<file path="config.mk">
export PLATFORM = sky130hd
export DESIGN_NAME = divu_seq
export DESIGN_NICKNAME = d
export VERILOG_FILES = /design/src/rtl/divu_pkg.sv /design/src/rtl/divu_step.sv /design/src/rtl/divu_seq.sv
export SDC_FILE = /design/constraint.sdc
export NUM_CORES = 1
export LEC_CHECK = 0
export ABC_AREA = 1
export BUFFER_PORTS_ARGS = -buffer_cell sky130_fd_sc_hd__buf_2
export CAP_MARGIN = 10
export CELL_PAD_IN_SITES_DETAIL_PLACEMENT = 1
export CELL_PAD_IN_SITES_GLOBAL_PLACEMENT = 1
export CORE_MARGIN = 5
export CORE_UTILIZATION = 35
export DETAILED_ROUTE_END_ITERATION = 6
export PLACE_DENSITY_LB_ADDON = 0.1
export SYNTH_ARGS = -nofsm -noshare
export SYNTH_HDL_FRONTEND = slang
export SYNTH_SLANG_ARGS = --single-unit
</file>
<file path="constraint.sdc">
create_clock -name clk -period 1.45 [get_ports clk]
set_input_delay 0.145 -clock clk [delete_from_list [all_inputs] [get_ports clk]]
set_output_delay 0.145 -clock clk [all_outputs]
set_load 0.05 [all_outputs]
</file>
<file path="src/rtl/divu_pkg.sv">
// Shared types and constants for the sequential unsigned divider.
// Holds the FSM state type and the divide-by-zero quotient fill value.
package divu_pkg;

  localparam int unsigned MaxWidth = 16;

  typedef enum logic [1:0] {
    StIdle = 2'd0,
    StRun  = 2'd1,
    StDz   = 2'd2
  } state_e;

  // Quotient reported on divide-by-zero: all ones in the low w bits.
  function automatic logic [MaxWidth-1:0] dz_fill(input int unsigned w);
    logic [31:0] ones;
    ones = (32'd1 << w) - 32'd1;
    return ones[MaxWidth-1:0];
  endfunction

endpackage

</file>
<file path="src/rtl/divu_step.sv">
// One restoring-division iteration: shift in the next dividend bit, then
// subtract the divisor if it fits. The compare uses WIDTH+1 bits.
module divu_step #(
  parameter int unsigned WIDTH = 4
) (
  input  logic [WIDTH-1:0] p_i,
  input  logic [WIDTH-1:0] a_i,
  input  logic [WIDTH-1:0] d_i,
  output logic [WIDTH-1:0] p_o,
  output logic [WIDTH-1:0] a_o
);

  logic [WIDTH:0] t;
  logic           ge;

  always_comb begin
    t  = {p_i, a_i[WIDTH-1]};
    ge = (t >= {1'b0, d_i});
    // When ge, the difference is below D so the low WIDTH bits are exact.
    p_o = ge ? (t[WIDTH-1:0] - d_i) : t[WIDTH-1:0];
    a_o = {a_i[WIDTH-2:0], ge};
  end

endmodule

</file>
<file path="src/rtl/divu_seq.sv">
// Sequential unsigned restoring divider: one quotient bit per clock,
// WIDTH iterations per operation, single-cycle divide-by-zero path.
module divu_seq
  import divu_pkg::*;
#(
  parameter int unsigned WIDTH = 4
) (
  input  logic             clk,
  input  logic             reset,
  input  logic             start,
  input  logic [WIDTH-1:0] a,
  input  logic [WIDTH-1:0] b,
  output logic             busy,
  output logic             done,
  output logic [WIDTH-1:0] q,
  output logic [WIDTH-1:0] r,
  output logic             div_by_zero
);

  localparam int unsigned CNT_W = $clog2(WIDTH + 1);
  localparam logic [WIDTH-1:0] DzQuot = WIDTH'(dz_fill(WIDTH));

  state_e           state_q, state_d;
  logic [WIDTH-1:0] p_q, p_d;
  logic [WIDTH-1:0] a_q, a_d;
  logic [WIDTH-1:0] d_q, d_d;
  logic [CNT_W-1:0] cnt_q, cnt_d;
  logic [WIDTH-1:0] q_q, q_d;
  logic [WIDTH-1:0] r_q, r_d;
  logic             dz_q, dz_d;
  logic             done_q, done_d;
  logic [WIDTH-1:0] step_p, step_a;

  divu_step #(
    .WIDTH(WIDTH)
  ) u_step (
    .p_i(p_q),
    .a_i(a_q),
    .d_i(d_q),
    .p_o(step_p),
    .a_o(step_a)
  );

  always_ff @(posedge clk or negedge reset) begin
    if (!reset) begin
      state_q <= StIdle;
    end else begin
      state_q <= state_d;
    end
  end

  always_ff @(posedge clk or negedge reset) begin
    if (!reset) begin
      p_q    <= '0;
      a_q    <= '0;
      d_q    <= '0;
      cnt_q  <= '0;
      q_q    <= '0;
      r_q    <= '0;
      dz_q   <= 1'b0;
      done_q <= 1'b0;
    end else begin
      p_q    <= p_d;
      a_q    <= a_d;
      d_q    <= d_d;
      cnt_q  <= cnt_d;
      q_q    <= q_d;
      r_q    <= r_d;
      dz_q   <= dz_d;
      done_q <= done_d;
    end
  end

  always_comb begin
    state_d = state_q;
    unique case (state_q)
      StIdle:  if (start) state_d = (b != '0) ? StRun : StDz;
      StRun:   if (cnt_q == CNT_W'(1)) state_d = StIdle;
      StDz:    state_d = StIdle;
      default: state_d = StIdle;
    endcase
  end

  always_comb begin
    p_d    = p_q;
    a_d    = a_q;
    d_d    = d_q;
    cnt_d  = cnt_q;
    q_d    = q_q;
    r_d    = r_q;
    dz_d   = dz_q;
    done_d = 1'b0;
    unique case (state_q)
      StIdle: begin
        if (start) begin
          // Dividend is captured on both paths; DZ reports it as the remainder.
          a_d = a;
          if (b != '0) begin
            p_d   = '0;
            d_d   = b;
            cnt_d = CNT_W'(WIDTH);
          end
        end
      end
      StRun: begin
        p_d   = step_p;
        a_d   = step_a;
        cnt_d = cnt_q - CNT_W'(1);
        if (cnt_q == CNT_W'(1)) begin
          q_d    = step_a;
          r_d    = step_p;
          dz_d   = 1'b0;
          done_d = 1'b1;
        end
      end
      StDz: begin
        q_d    = DzQuot;
        r_d    = a_q;
        dz_d   = 1'b1;
        done_d = 1'b1;
      end
      default: ;
    endcase
  end

  always_comb begin
    busy        = (state_q != StIdle);
    done        = done_q;
    q           = q_q;
    r           = r_q;
    div_by_zero = dz_q;
  end

endmodule
</file>
==> flow_metrics.tcl, run 1 <==
set metrics [dict create \
    rows 23 \
    grt_pass1_wl_um 6880 \
    firstDrtPassIters 4 \
    max_freq_mhz 664 \
    portBuffers 21 \
    dp_cells 273 \
    h-tree-depth 1 \
    cp.arrival_ns 1.69 \
    hold_viol 0 \
    cp_common_cell "nand2_4" \
    fin_cells 287 \
    cp_top_family "buffers and inverters" \
    nNetsFinal 259 \
    critical_path.slowest_cell "dfrtp_1" \
    slowest_delay_ns 0.44 \
    antenna-diode-count 0 \
    cts_buffer_depth 2 \
    path_clk_slew_ns 0.10 \
    final-setup-viol-count 11 \
    hold_class "in -> reg" \
    async_reset_ff_share_pct 100 \
    synth-edff-count 0 \
    wirelength_um 4190 \
    clock_latency_ns 0.28 \
    vias 1396 \
    violations "setup timing" \
    yosys_register_bits 27 \
    ys_seq_area_share_pct 44.9 \
    routabilityCongestion 0.900 \
    worstMarginPinSlew_ns 0.637 \
    yosysTopAreaCell "dfrtp_1" \
    grt_setup_unrepaired "yes" \
    finalCriticalPeriod_ns 1.50 \
    crit_path_start_kind "flip-flop" \
    drtIter0Drc 51 \
    status "complete, but fails checks" \
    wire_per_inst_um 14.6 \
    drtAntennaViolNets 0 \
    syn-num-nets 200 \
    fp.dieH_um 75.6 \
    cts.sink_count 27 \
    die_area_um2 5710 \
    fp.coreArea_um2 4090 \
    area_delta_synth_final_pct 46.2 \
    period_share_pct 104 \
    grt_max_degree 28 \
    grt_overflow 0 \
    whs_ns 0.0911 \
    worst_setup_path_end_kind "flip-flop" \
    fin_ws_ns -0.0549 \
    path_buf_inv 4 \
    dp_hpwl_um 3140 \
    initial_core_util_pct 36.8 \
    netlist_area_um2 1500 \
    pin_count 22 \
    dp_slack_ns -0.0722 \
    yosysWarnings 0 \
    worstPathRequired_ns 1.63 \
    antenna_found_initial 0 \
    synth_top_cell_area_share_pct 44.9 \
    synthDistinctLibCells 22 \
    yosys_most_used_dff "dfrtp_1" \
    grtUsageTotal_pct 15.8 \
    drcViolationCount 0 \
    synth.area.top_cells "dfrtp_1 (45%), nand2_1 (12%), ha_1 (7.5%), inv_1 (7.2%), o21ai_0 (4.7%)" \
    cts_buffers 3 \
    chipWidth_um 75.6 \
    drive_gt1_share_pct 46.0 \
    maxSlewViolCount 0 \
    critical_path.max_fanout 4 \
    syn_area_per_cell_um2 8.40 \
    slew_headroom_pct 57.5 \
    finClkSkew_ns 0.00950 \
    setup.worst_path.class "reg -> reg" \
    root_buffer "clkbuf_8" \
    grt_pass1_vias 1524 \
    nFillCells 500 \
    crit_path_cell_trace "inv_2, ha_4, clkinvlp_4, nand2_4, nand2_4, nand2_4, buf_6, buf_4, nand2_1, nand2_1" \
    syn_inst 179 \
    vias_per_cell 4.86 \
    cts_tree "yes" \
    maxCapViolations 0 \
]
## what timing repair did
action | 4_1_cts | 5_1_grt
hold buffers | 1 | 0
pin swaps | 15 | 16
endpoints found under the hold margin | 27 | 0
setup endpoints to repair | 15 | 21
resized for setup | 24 | 31
buffers inserted | 5 | 4
## sequential cells by signal, summed over array words and instances, names as in the netlist
name and cells:
a_q 4, d_q 4, p_q 4, q 4, r 4, cnt_q 3
state_q 2, div_by_zero 1, done 1
## worst reg2reg max path, stage by stage (launching register included)
cell,delay [ns]
dfrtp_1,0.44
inv_2,0.08
ha_4,0.18
clkinvlp_4,0.11
nand2_4,0.07
nand2_4,0.07
nand2_4,0.08
buf_6,0.12
buf_4,0.14
nand2_1,0.07
nand2_1,0.05
## cells in the final DEF, fill, tap and decap left out
cell type      instances
fa_2                   1
buf_6                  9
nor2_4                 3
o22ai_1                1
a22oi_1                1
nand2_1               37
inv_2                  7
o211ai_1               3
buf_2                 20
xor2_2                 1
nand3b_1               1
nand2_2               10
nor2_8                 1
dfrtp_1               27
dlygate4sd3_1          1
nand3_4                1
nand2_4                6
clkinvlp_4             1
nor2_1                 6
o21ai_1                5
o22ai_2                1
buf_4                 25
nor2_2                 2
nand3_1                8
ha_1                   3
clkinv_2               1
clkbuf_8               3
a21oi_1                6
inv_1                 19
nand4_1                1
o21ai_0                8
inv_6                  2
ha_2                   1
xor2_1                 1
ha_4                   5
o21ai_2                1
inv_4                  2
nand3_2                4
a21oi_4                2
## synthesized netlist by cell type, types with 2 or more instances
cell	instances
nand2_1	48
inv_1	29
dfrtp_1	27
o21ai_0	14
nand3_1	13
ha_1	9
nor2_1	9
a21oi_1	7
nand2_2	3
o211ai_1	3
inv_6	2
nand2_4	2
nor2_4	2
o22ai_1	2
xor2_1	2
## logic make-up after synthesis
logic type | after synthesis | share of synthesized area [%]
AOI/OAI and AO/OA | 28 | 10.9
xor gates and xnor gates | 2 | 1.16
adders and majority gates | 10 | 8.82
buffers and inverters | 32 | 9.15
DFF | 27 | 44.9
and+or+nand+nor | 80 | 25.0
## routing by layer
layer  track usage, %  up-vias  routed length, µm
met5                0        -                  0
met4             2.72        0                 58
met3             2.90        6                121
met2             29.9       19               2190
met1             18.8      684               1820
li1                 -      687                  -
## worst paths after layout
kind                                    startpoint                       to  slack (ns)  cells after the start
hold reg to reg            div_by_zero$_DFFE_PN0P_  div_by_zero$_DFFE_PN0P_        0.49                      2
max in group asynchronous                    reset           done$_DFF_PN0_        0.62                      2
min in group asynchronous                    reset       p_q[0]$_DFFE_PN0P_        0.41                      2
setup reg to reg            state_q[0]$_DFFE_PN0P_       p_q[1]$_DFFE_PN0P_       -0.05                     10
hold / removal                                b[1]       d_q[1]$_DFFE_PN0P_        0.09                      3
setup / recovery            state_q[0]$_DFFE_PN0P_       p_q[1]$_DFFE_PN0P_       -0.05                     10
## layout make-up
| type | count | area (µm²) | area share (%) |
|---|---|---|---|
| Timing Repair Buffer | 55 | 399 | 18.2 |
| Clock inverter | 1 | 5.00 | 0.228 |
| Sequential cell | 27 | 676 | 30.7 |
| Tap cell | 50 | 62.6 | 2.85 |
| Clock buffer | 3 | 41.3 | 1.88 |
| Inverter | 31 | 135 | 6.15 |
| Multi-Input combinational cell | 120 | 880 | 40.0 |
## stage by stage
step	utilization (%)	TNS (ns)	instance area, µm²
detailed placement	46.0	-0.487	1880
CTS	50.5	-0.161	2060
global route	53.8	-1.56	2200
finish	53.8	-0.343	2200
global placement	46.0	-0.0810	1880
floorplan	-	-0.414	1540
Power of run 1 is not shown: default switching activity piles up to over one toggle a cycle in this logic, so the estimate is an artifact.
==> inputs of run 2 (changes only) <==
Settings changed: CORE_ASPECT_RATIO from default to 1.1.
==> run 2 against run 1 <==
The flow still finishes with violations (setup timing); non-clock buffer count decreased by 8; maximum frequency down 1.9%; via count shrank 4.9%; critical path type unchanged; first-iteration DRC count down 3.9%; highest routed layer unchanged; global-route usage decreased by 1.2 points; final cell count fell by 1.4%; sequential share of layout area grew 1.3 points; count of clock-buffer cells in the layout is the same; die area is essentially flat; worst hold slack worse by 0.0036 ns; flip-flop and latch count is the same; clock skew down 0.0045 ns.
==> flow_metrics.tcl, run 2 (synthesis results as in run 1) <==
set metrics [dict create \
    h-tree-depth 1 \
    vias_per_cell 4.69 \
    rows 25 \
    antenna_found_initial 0 \
    maxCapViolations 0 \
    fp.coreArea_um2 4220 \
    dp_hpwl_um 3050 \
    initial_core_util_pct 35.6 \
    crit_path_cell_trace "inv_2, ha_4, inv_4, fa_2, inv_2, nand2_2, nand3_2, nand2_2" \
    pin_count 22 \
    antenna-diode-count 0 \
    nFillCells 505 \
    finClkSkew_ns 0.00498 \
    wirelength_um 4040 \
    firstDrtPassIters 4 \
    grt_use_met1_pct 18.3 \
    grt_max_degree 28 \
    slew_headroom_pct 57.3 \
    max_freq_mhz 652 \
    dp_slack_ns -0.105 \
    drcViolationCount 0 \
    nNetsFinal 251 \
    grt_overflow 0 \
    hold_viol 0 \
    grt_pass1_wl_um 6660 \
    period_share_pct 106 \
    crit_path_start_kind "flip-flop" \
    cts.sink_count 27 \
    die_area_um2 5710 \
    seqCellArea_um2 676 \
    finalCriticalPeriod_ns 1.53 \
    maxSlewViolCount 0 \
    wire_per_inst_um 14.3 \
    drtAntennaViolNets 0 \
    root_buffer "clkbuf_8" \
    vias 1328 \
    worstMarginPinSlew_ns 0.640 \
    setup.worst_path.class "reg -> reg" \
    final_common_cell "nand2_1" \
    fin_ws_ns -0.0838 \
    clock_latency_ns 0.28 \
    grt_busiest_layer "met2" \
    status "complete, but fails checks" \
    area_delta_synth_final_pct 40.1 \
    critical_path.max_fanout 2 \
    violations "setup timing" \
    grt_setup_unrepaired "yes" \
    fin_cells 283 \
    fp.dieH_um 78.8 \
    grt_util_met3_pct 1.52 \
    worstPathRequired_ns 1.67 \
    cts_buffers 3 \
    path_clk_slew_ns 0.10 \
    portBuffers 21 \
    cp.arrival_ns 1.75 \
    chipWidth_um 72.5 \
    routabilityCongestion 0.803 \
    drtIter0Drc 49 \
    cts_tree "yes" \
    final-setup-viol-count 11 \
    hold_class "in -> reg" \
    multiInputGateArea_um2 862 \
    drive_gt1_share_pct 45.0 \
    dp_cells 273 \
    grt_use_met2_pct 27.0 \
    grt_pass1_vias 1461 \
    critical_path.slowest_cell "fa_2" \
    slowest_delay_ns 0.51 \
    grtUsageTotal_pct 14.6 \
    worst_setup_path_end_kind "flip-flop" \
    final_cell_mix "nand2_1 (36), dfrtp_1 (27), buf_4 (22)" \
    cts_buffer_depth 2 \
]
run 2: changes by cell type in the layout (fill, tap and decap cells not counted), sizes merged:
cell      delta
buf          -8
clkinv       -1
clkinvlp     +1
run 2: layer usage:
metal,vias up,share of wire [%]
met1,640,43
met4,0,0.47
met5,-,0
met2,22,53
met3,2,3.3
li1,664,-
run 2: metrics by stage:
stage / utilization [%] / setup TNS (ns) / area, µm² / hold slack, ns
2_1_floorplan: - / -0.414 / 1540 / -0.151
3_3_place_gp: 43.9 / -0.180 / 1850 / 0.196
3_5_place_dp: 43.9 / -0.732 / 1850 / 0.204
4_1_cts: 47.2 / -0.362 / 1990 / 0.0851
5_1_grt: 49.9 / -1.43 / 2110 / 0.0995
6_report: 49.9 / -0.426 / 2110 / 0.0875
run 2: timing repair:
action	CTS	global route
pin swaps	10	18
gates resized for setup	16	34
setup buffers	3	3
hold buffers	1	0
endpoints found under the hold margin	27	0
setup endpoints to repair	17	22
run 2: final timing paths:
path,from,endpoint,slack [ns],cells after the start
max,a_q[3]$_DFFE_PN0P_,p_q[1]$_DFFE_PN0P_,-0.08,8
min,b[2],d_q[2]$_DFFE_PN0P_,0.09,3
max reg2reg,a_q[3]$_DFFE_PN0P_,p_q[1]$_DFFE_PN0P_,-0.08,8
min reg2reg,div_by_zero$_DFFE_PN0P_,div_by_zero$_DFFE_PN0P_,0.49,2
max in group asynchronous,reset,d_q[0]$_DFFE_PN0P_,0.61,2
min in group asynchronous,reset,p_q[3]$_DFFE_PN0P_,0.43,2
run 2: worst max-delay path: cells and delay by family (launching register included):
family	cells	cell delay (ns)
flops	1	0.39
fa+ha+maj	2	0.65
buf+inv	3	0.15
simple gates	3	0.27
run 2: final cells by class:
type | instances | area share, %
timing repair buffer | 47 | 15.2
clock buffer | 3 | 1.96
sequential | 27 | 32.1
clock inverter | 1 | 0.356
tap | 54 | 3.21
inverter | 31 | 6.29
multi-input combinational | 120 | 40.9
Power of run 2 is left out for the same reason.
==> inputs of run 3 (changes only) <==
Settings changed: PLACE_DENSITY from default to 0.72, PLACE_DENSITY_LB_ADDON 0.1 to default.
==> run 3 against run 2 <==
The run still ends with setup timing left; wire length rose by 6.0%; global-route usage fell by 0.35 points; worst hold slack improved by 0.0094 ns; flip-flop and latch count did not move; critical path type unchanged; register-to-register slack improved by 0.03 ns; sequential share of layout area fell by 0.73 points; via count rose by 4.6%; core utilization rose by 1.2 points; count of clock-buffer cells in the layout rose by 1.
==> flow_metrics.tcl, run 3 (synthesis results as in run 1) <==
set metrics [dict create \
    status "complete, but fails checks" \
    violations "setup timing" \
    h-tree-depth 1 \
    crit_path_start_kind "flip-flop" \
    routabilityCongestion 0.741 \
    reg2reg_slack_ns -0.05 \
    r2r_start "p_q[1]$_DFFE_PN0P_" \
    crit_path_cell_trace "ha_4, a21oi_4, nand2_1, nand2_2, nand2_4, nand2_2, nand2_2, nand2_1, nand2_1" \
    grt_pass1_wl_um 6510 \
    grt_overflow 0 \
    grt_setup_unrepaired "yes" \
    worst_setup_path_end_kind "flip-flop" \
    grt_use_met2_pct 26.1 \
    slowest_delay_ns 0.43 \
    multiInputGateArea_um2 840 \
    grtUsageTotal_pct 14.3 \
    path_clk_slew_ns 0.09 \
    initial_core_util_pct 35.6 \
    final-setup-viol-count 12 \
    firstDrtPassIters 4 \
    vias 1389 \
    finalCriticalPeriod_ns 1.50 \
    fp.coreArea_um2 4220 \
    hold_class "in -> reg" \
    path_buf_inv 0 \
    startpoint "p_q[1]$_DFFE_PN0P_" \
    cp_top_family "simple AND/OR/NAND/NOR gates" \
    nFillCells 522 \
    max_freq_mhz 666 \
    drtAntennaViolNets 0 \
    antenna-diode-count 0 \
    rows 25 \
    cp.arrival_ns 1.67 \
    critPathCapture "p_q[3]$_DFFE_PN0P_" \
    setup.worst_path.class "reg -> reg" \
    grt_util_met3_pct 1.65 \
    area_delta_synth_final_pct 43.3 \
    die_area_um2 5710 \
    grt_pass1_vias 1467 \
    maxSlewViolCount 0 \
    pin_count 22 \
    final_cell_mix "nand2_1 (39), buf_4 (32), dfrtp_1 (27)" \
    whs_ns 0.0969 \
    wirelength_um 4280 \
    fin_ws_ns -0.0504 \
    worstRegToRegCells 9 \
    worstPathRequired_ns 1.62 \
    dp_hpwl_um 2980 \
    seqCellArea_um2 676 \
    drcViolationCount 0 \
    critical_path.slowest_cell "dfrtp_1" \
    root_buffer "clkbuf_8" \
    final_common_cell "nand2_1" \
    finClkSkew_ns 0.00247 \
    worstMarginPinSlew_ns 0.625 \
    hold_viol 0 \
    fp.dieH_um 78.8 \
    wire_per_inst_um 14.6 \
    maxCapViolations 0 \
    grt_busiest_layer "met2" \
    slew_headroom_pct 58.3 \
    r2r_end "p_q[3]$_DFFE_PN0P_" \
    min_from "b[2]" \
    clock_latency_ns 0.27 \
    path_depth 9 \
    grt_use_met1_pct 17.9 \
    portBuffers 21 \
    period_share_pct 103 \
    cts.sink_count 27 \
    grt_max_degree 28 \
    antenna_found_initial 0 \
    vias_per_cell 4.74 \
    cts_tree "yes" \
    cts_buffer_depth 2 \
    dp_slack_ns -0.0862 \
    chipWidth_um 72.5 \
    drtIter0Drc 30 \
    cts_buffers 3 \
    critical_path.max_fanout 6 \
    nNetsFinal 261 \
    drive_gt1_share_pct 43.1 \
]
==> run 3: cell count changes in the layout (fill, tap and decap cells not counted), sizes merged <==
cell / before / now
clkbuf: 3 / 4
buf: 46 / 56
clkinvlp: 2 / 1
==> run 3: worst min-delay path by stage <==
stage	to	slack (ns)	cells past startpoint
finish	d_q[2]$_DFFE_PN0P_	0.1	3
global placement	r[1]$_DFFE_PN0P_	0.20	1
global route	d_q[2]$_DFFE_PN0P_	0.10	3
floorplan	a_q[0]$_DFFE_PN0P_	-0.15	0
CTS	d_q[2]$_DFFE_PN0P_	0.1	3
detailed placement	r[2]$_DFFE_PN0P_	0.21	1
==> run 3: metrics by stage <==
step                      TNS [ns]  area (µm²)  instances  util, %
after floorplan             -0.414        1540        179        -
after global placement      -0.439        1870        275     44.2
after detailed placement    -0.708        1870        275     44.2
after CTS                   -0.174        2020        285     47.7
after global routing         -1.85        2160        293     51.1
final                       -0.260        2160        293     51.1
==> run 3: final cells by class <==
class                      count  share of cell area (%)
clock buffer                   4                    2.09
inverter                      31                    6.15
multi-input combinational    120                    38.9
sequential                    27                    31.3
tap                           54                    3.13
timing repair buffer          57                    18.3
==> run 3: worst reg2reg max path, cell delays in order, from the launching register on <==
cell	delay [ns]
dfrtp_1	0.43
ha_4	0.28
a21oi_4	0.13
nand2_1	0.08
nand2_2	0.13
nand2_4	0.10
nand2_2	0.09
nand2_2	0.05
nand2_1	0.07
nand2_1	0.05
==> run 3: metal layers <==
layer  part of all wire (%)  wire length (µm)  up-vias
li1                       -                 -      685
met1                     42              1790      671
met2                     53              2260       25
met3                    3.7               158        8
met4                    1.5                63        0
met5                      0                 0        -
==> run 3: timing repair <==
action,CTS,global route
hold buffers,1,0
cloned,0,0
resized for setup,13,27
endpoints found under the setup margin,18,21
pin swaps,10,12
endpoints found under the hold margin,27,0
setup buffers,5,8
Power of run 3 is left out for the same reason.
